File: config.mk
export PLATFORM = sky130hd
export DESIGN_NAME = falling_edge_strobe_tx
export DESIGN_NICKNAME = d
export VERILOG_FILES = /design/src/rtl/falling_edge_strobe_tx.sv
export SDC_FILE = /design/constraint.sdc
export NUM_CORES = 1
export LEC_CHECK = 0
export BUFFER_PORTS_ARGS = -buffer_cell sky130_fd_sc_hd__buf_2
export CAP_MARGIN = 20
export CORE_MARGIN = 2
export CORE_UTILIZATION = 40
export CTS_CLUSTER_DIAMETER = 150
export DETAILED_ROUTE_END_ITERATION = 16
export HOLD_SLACK_MARGIN = 0.05
export PLACE_DENSITY_LB_ADDON = 0.15
export SYNTH_ARGS = -nofsm -noshare
export SYNTH_HDL_FRONTEND = slang
export SYNTH_SLANG_ARGS = --single-unit
File: constraint.sdc
create_clock -name clk -period 2.5 [get_ports clk]
set_input_delay 0.5 -clock clk [delete_from_list [all_inputs] [get_ports clk]]
set_output_delay 0.5 -clock clk [all_outputs]
set_load 0.01 [all_outputs]
File: src/rtl/falling_edge_strobe_tx.sv
// falling_edge_strobe_tx: queues event pulses and emits timed HIGH strobes whose falling edges mark events; optional FES_OVERFLOW_FLAG_EN adds a sticky overflow flag
module falling_edge_strobe_tx #(
  parameter int HIGH_CYCLES = 4,
  parameter int LOW_CYCLES  = 2,
  parameter int MAX_PENDING = 15,
  parameter int CNT_W       = 4
) (
  input  logic             clk,
  input  logic             reset,
  input  logic             in,
  output logic             out,
  output logic             busy,
  output logic [CNT_W-1:0] pending
`ifdef FES_OVERFLOW_FLAG_EN
  ,
  output logic             overflow
`endif
);
  localparam int TMAX = HIGH_CYCLES > LOW_CYCLES ? HIGH_CYCLES : LOW_CYCLES;
  localparam int TW = $clog2(TMAX);
  localparam logic [TW-1:0] H_END = TW'(HIGH_CYCLES - 1);
  localparam logic [TW-1:0] L_END = TW'(LOW_CYCLES - 1);
  localparam logic [CNT_W-1:0] P_MAX = CNT_W'(MAX_PENDING);
  typedef enum logic [1:0] {IDLE, HIGH, LOW} state_t;
  state_t state, state_nxt;
  logic [TW-1:0] timer;
  logic work, start, deq, acc, drop;
  always_comb begin
    work = pending != '0 || in;
    state_nxt = state == IDLE ? (work ? HIGH : IDLE) :
                state == HIGH ? (timer == H_END ? LOW : HIGH) :
                (timer == L_END ? (work ? HIGH : IDLE) : LOW);
    start = state_nxt == HIGH && state != HIGH;
    deq = start && pending != '0;
    // an event arriving when a strobe starts from an empty queue rides that strobe directly
    acc = in && !(start && pending == '0);
    drop = acc && !deq && pending == P_MAX;
  end
  always_ff @(posedge clk) begin
    if (reset) begin
      state <= IDLE;
      timer <= '0;
      out <= 1'b0;
      pending <= '0;
    end else begin
      state <= state_nxt;
      timer <= (state_nxt != state || state == IDLE) ? '0 : timer + TW'(1);
      out <= state_nxt == HIGH;
      pending <= (acc && !deq && !drop) ? pending + CNT_W'(1) :
                 (deq && !acc) ? pending - CNT_W'(1) : pending;
    end
  end
  assign busy = state != IDLE || pending != '0;
`ifdef FES_OVERFLOW_FLAG_EN
  always_ff @(posedge clk) begin
    if (reset) overflow <= 1'b0;
    else if (drop) overflow <= 1'b1;
  end
`endif
endmodule

# ---- Yosys cells after proc, flatten, opt, wreduce, memory -nomap -nowiden
# Cells that the tools add are included.
dict set report op_classes {
  n_eq_ne 7
  reduce_logical 21
  addsub 3
  n_mux 7
}
# cell count
set op_table {}
lappend op_table {{logical AND 1 bit} 8}
lappend op_table {{two-way mux 2 bit} 4}
lappend op_table {{two-way mux 4 bit} 2}
lappend op_table {{== test 2 x 1 -> 1 bit, second input constant} 3}
lappend op_table {{adder 4 x 1 -> 4 bit, second input constant} 1}
lappend op_table {{== test 4 bit, second input constant} 1}
lappend op_table {{zero test 1 bit} 4}
lappend op_table {{zero test 4 bit} 1}
lappend op_table {{nonzero test 2 bit} 2}
lappend op_table {{nonzero test 4 bit} 1}
lappend op_table {{subtractor 4 x 1 -> 4 bit, second input constant} 1}
lappend op_table {{logical OR 1 bit} 3}
lappend op_table {{adder 2 x 1 -> 2 bit, second input constant} 1}
lappend op_table {{== test 2 bit, second input constant} 1}
lappend op_table {{zero test 2 bit} 1}
lappend op_table {{!= test 2 x 1 -> 1 bit, second input constant} 1}
lappend op_table {{!= test 2 bit} 1}
lappend op_table {{OR reduction 2 bit} 1}
lappend op_table {{two-way mux 1 bit} 1}
dict set report totals {
  register_bits 9
  input_bits 3
  wordCells 42
  output_inout_bits 6
}

# ---- Depth between registers and ports, before layout
dict set report depth {
  ltp_word 16
  ltp_mapped 11
  mapped_depth_nobuf 10
}

# ---- Worst setup path before layout
# OpenSTA, ideal clock, no wires.
dict set report synth_timing {
  kind {reg-to-reg}
  startpoint {register timer[1]}
  endpoint {register pending[3]}
  t_arrival_ps 2382
  path_slack_ps 22
  required_ps 2405
  path_stages_with_launch 12
  path_buffers 1
  period_less_slack_ps 2478
  setup_ps 95
  path_cell_list {dfxtp_1 inv_1 ha_1 nand2_1 and4_2 buf_1 inv_1 ha_1 a21oi_1 nand2_1 or4b_1 o311ai_1}
}
dict set report synth_between {
  elab_chain_len 14
}
# item line_no
set synth_rtl {}
lappend synth_rtl {{from (decl)} 26} ;# logic [TW-1:0] timer;
lappend synth_rtl {{from (signal assigned)} 47} ;# timer <= (state_nxt != state || state == IDLE) ? '0 : timer + TW'(1);
lappend synth_rtl {{== test 2 x 1 -> 1 bit / == test 2 bit (equally long branches)} {32, 31}}
lappend synth_rtl {{two-way mux 2 bit, on equally long branches} {32, 31}}
lappend synth_rtl {{two-way mux 2 bit (*)} 31} ;# state == HIGH ? (timer == H_END ? LOW : HIGH) :
lappend synth_rtl {{two-way mux 2 bit (*)} 30} ;# state_nxt = state == IDLE ? (work ? HIGH : IDLE) :
lappend synth_rtl {{== test 2 x 1 -> 1 bit (*)} 33} ;# start = state_nxt == HIGH && state != HIGH;
lappend synth_rtl {{logical AND 1 bit (*)} 33}
lappend synth_rtl {{logical AND 1 bit} 36} ;# acc = in && !(start && pending == '0);
lappend synth_rtl {{zero test 1 bit} 36}
lappend synth_rtl {{logical AND 1 bit} 36}
lappend synth_rtl {{logical AND 1 bit} {37, 49}}
lappend synth_rtl {{logical AND 1 bit} 37} ;# drop = acc && !deq && pending == P_MAX;
lappend synth_rtl {{zero test 1 bit} 49} ;# pending <= (acc && !deq && !drop) ? pending + CNT_W'(1) :
lappend synth_rtl {{logical AND 1 bit} 49}
lappend synth_rtl {{two-way mux 4 bit / nonzero test 2 bit (equally long branches)} --}
lappend synth_rtl {{to (signal assigned)} 49}
lappend synth_rtl {{to (decl)} 13} ;# output logic [CNT_W-1:0] pending
# Mark *: on every way between the ends. The rest lies on a longest branch, timed or not.
# A chain may end at the register's enable or synchronous reset.

# ---- Worst setup path in the final report
# Same ends and word-level chain as after synthesis.

==> results.json <==
{
  "status": "complete, no violations",
  "swShare_pct": 39.2,
  "endpoint": "pending[3]$_SDFFE_PP0P_",
  "power_frac_seq_pct": 31.4,
  "combinationalPowerShare_pct": 53.5,
  "r2r_end": "pending[3]$_SDFFE_PP0P_",
  "area_growth_syn_to_layout_pct": 20.2,
  "cts_buffer_depth": 2,
  "syn_nets": 66,
  "drc": 0,
  "die_h_um": 40.5,
  "pin_count": 9,
  "fin_cells": 87,
  "ys_ff_latch": 9,
  "syn_area_um2": 532,
  "timing.fmax_mhz": 441,
  "grt.overflow.total": 0,
  "dp_hpwl_um": 707,
  "place.gp.congestion": 0.747,
  "grt_use_total_pct": 15.7,
  "layout.nets": 81,
  "io_buffer_count": 8,
  "cp_max_fo": 3,
  "clockPowerShare_pct": 15.1,
  "synth_cells": 58,
  "yosys_warnings": 0,
  "hold_class": "reg2reg",
  "viasPerCell": 5.02,
  "drt_iter0_drc": 5,
  "arrival_ns": 2.43,
  "cts_tree": "built",
  "postPlaceCellArea_um2": 613,
  "power.leakage_nw": 0.269,
  "finalCritPeriodShare_pct": 90.8,
  "cpPeakStageDelay_ns": 0.50,
  "antenna_cells": 0,
  "cell_internal_pwr_mw": 0.433,
  "finalSetupTns_ns": 0,
  "power_mw": 0.712,
  "cp-end-kind": "register",
  "cp_slowest_cell": "or4b_1",
  "synthMuxAreaShare_pct": 5.88,
  "power_density_nw_per_um2": 1110,
  "seqCellArea_um2": 180,
  "grt_max_degree": 13,
  "die_area_um2": 1640,
  "firstDrtPassIters": 2,
  "cts.sinks": 9,
  "ir_worst_vdd_mv": 0.528,
  "worstSkewPairLatency_ns": 0.25,
  "worstMarginPinSlew_ns": 0.323,
  "first_global_vias": 385,
  "r2r-start": "timer[1]$_SDFF_PP0_",
  "rows": 13,
  "finalInstanceArea_um2": 639,
  "drv_cap": 0,
  "cts_inserted_buffers": 3,
  "crit_family": "simple AND/OR/NAND/NOR gates",
  "wl_um": 925,
  "yosys.area_share.simple_pct": 26.1,
  "path_clk_slew_ns": 0.06,
  "rsz0062_at_grt": "false",
  "netlist-cell-type-count": 28,
  "dp.cells": 83,
  "drive_gt1_share_pct": 29.2,
  "synth_xor_area_share_pct": 1.65,
  "path_cells": "inv_1, ha_1, nand2_1, and4_2, inv_1, ha_1, a21oi_1, nand2_1, or4b_1, o311ai_1",
  "p_sw_mw": 0.279,
  "multi_input_area_um2": 333,
  "crit_path_start": "timer[1]$_SDFF_PP0_",
  "synth_compound_area_share_pct": 15.8,
  "num_vias": 437,
  "grt_pass1_wl_um": 1640,
  "fin_crit_ns": 2.27,
  "die_x_um": 40.5,
  "antenna_found_initial": 0,
  "rrSetupSlack_ns": 0.23,
  "htreeDepth": 1,
  "r2r_cells": 10,
  "postCtsSetupBuffers": 0,
  "wl_per_cell_um": 10.6,
  "ctsResizeCount": 0,
  "synthAdderAreaFrac_pct": 13.2,
  "worstSetupPathType": "reg2reg",
  "finClkSkew_ns": 0.00444,
  "crit_cells": 10,
  "drv_slew": 0,
  "ant_nets": 0,
  "worst_slew_margin_rel_pct": 78.4,
  "cts_hold_repair.buffers": 0,
  "worst-path-buf-inv": 2,
  "ys_seq_area_share_pct": 33.9,
  "root_buffer": "clkbuf_4",
  "setup_violations": 0,
  "hold_viol_final": 0,
  "synth_top_family_by_area": "simple AND/OR/NAND/NOR gates",
  "design.core.area_um2": 1270,
  "synth.avg_cell_area_um2": 9.17,
  "worst_setup_path_start_kind": "register",
  "worstPathRequired_ns": 2.67,
  "initial_core_util_pct": 41.9,
  "fillers": 128
}
==> worst reg2reg max path: stages (launching register included) <==
cell and delay [ns]:
dfxtp_1 0.33, inv_1 0.05, ha_1 0.19, nand2_1 0.08
and4_2 0.22, inv_1 0.07, ha_1 0.32, a21oi_1 0.24
nand2_1 0.10, or4b_1 0.50, o311ai_1 0.08
==> worst min-delay path by stage <==
| stage | start | cells after the start | slack, ns | to |
|---|---|---|---|---|
| after floorplan | timer[0]$_SDFF_PP0_ | 1 | 0.44 | timer[0]$_SDFF_PP0_ |
| after global placement | timer[0]$_SDFF_PP0_ | 1 | 0.46 | timer[0]$_SDFF_PP0_ |
| after detailed placement | timer[0]$_SDFF_PP0_ | 1 | 0.47 | timer[0]$_SDFF_PP0_ |
| after CTS | timer[0]$_SDFF_PP0_ | 1 | 0.48 | timer[0]$_SDFF_PP0_ |
| after global routing | timer[0]$_SDFF_PP0_ | 1 | 0.50 | timer[0]$_SDFF_PP0_ |
| final | timer[0]$_SDFF_PP0_ | 1 | 0.48 | timer[0]$_SDFF_PP0_ |
==> cells by family after synthesis <==
group	Yosys count
compound gates	11
xor+xnor	1
fa+ha+maj	5
buf+inv	5
flops	9
mux	3
simple gates	24
==> registers in the layout (all words and copies together), names as in the netlist <==
register and flops:
out 1, timer 2, state 2, pending 4
==> placed cells by master (no fill, tap or decap), types with 2 or more instances in the layout <==
| master | n |
|---|---|
| dfxtp_1 | 9 |
| buf_2 | 8 |
| nor2_1 | 4 |
| nand2_1 | 4 |
| nor3_1 | 4 |
| a21oi_1 | 4 |
| ha_1 | 4 |
| buf_4 | 4 |
| inv_1 | 3 |
| nand2b_1 | 3 |
| clkbuf_4 | 3 |
| o21ai_0 | 2 |
| nor3b_1 | 2 |
| mux2i_1 | 2 |
==> metrics by stage <==
| step | util [%] | setup WS (ns) | hold WS, ns |
|---|---|---|---|
| 3_5_place_dp | 48.3 | 0.229 | 0.470 |
| 6_report | 50.4 | 0.231 | 0.479 |
| 4_1_cts | 50.4 | 0.218 | 0.478 |
| 3_3_place_gp | 48.3 | 0.256 | 0.460 |
| 5_1_grt | 50.4 | 0.00340 | 0.502 |
| 2_1_floorplan | - | 0.0222 | 0.439 |
==> area by class of cell <==
type	instances	share of cell area (%)
multi-input cells	44	52.1
repair buffers	12	11.0
inverters	3	1.76
clock buffers	4	4.11
flip-flops and latches	9	28.2
well taps	15	2.94
==> cell usage after synthesis, drive strengths merged <==
cell type,count,area [um^2]
dfxtp,9,180
a21oi,4,20.0
ha,4,50.1
nand2,4,15.0
nor2,4,15.0
nor3,4,20.0
inv,3,11.3
nand2b,3,18.8
a211oi,2,27.5
mux2i,2,20.0
nor3b,2,15.0
o21ai,2,10.0
a21boi,1,7.51
a22o,1,10.0
and4,1,10.0
buf,1,3.75
clkbuf,1,3.75
fa,1,20.0
mux2,1,11.3
nand3,1,5.00
nand4,1,6.26
nor4,1,6.26
o311ai,1,8.76
or2,1,8.76
or3b,1,8.76
or4b,1,10.0
xnor2,1,8.76
==> power by group through the flow <==
stage	registers (mW)	clock network, mW	logic, mW
2_1_floorplan	0.245	0	0.240
3_3_place_gp	0.228	0	0.379
3_5_place_dp	0.227	0	0.381
4_1_cts	0.224	0.114	0.385
5_1_grt	0.233	0.122	0.439
6_report	0.224	0.108	0.381
==> per-layer routing <==
metal	vias to the layer above	global-route usage (%)	wire length [um]
met3	0	8.33	38
met4	0	5.00	0
met5	-	0	0
li1	235	-	-
met2	7	20.6	414
met1	195	21.3	472
(Power assumes the default switching activity.)
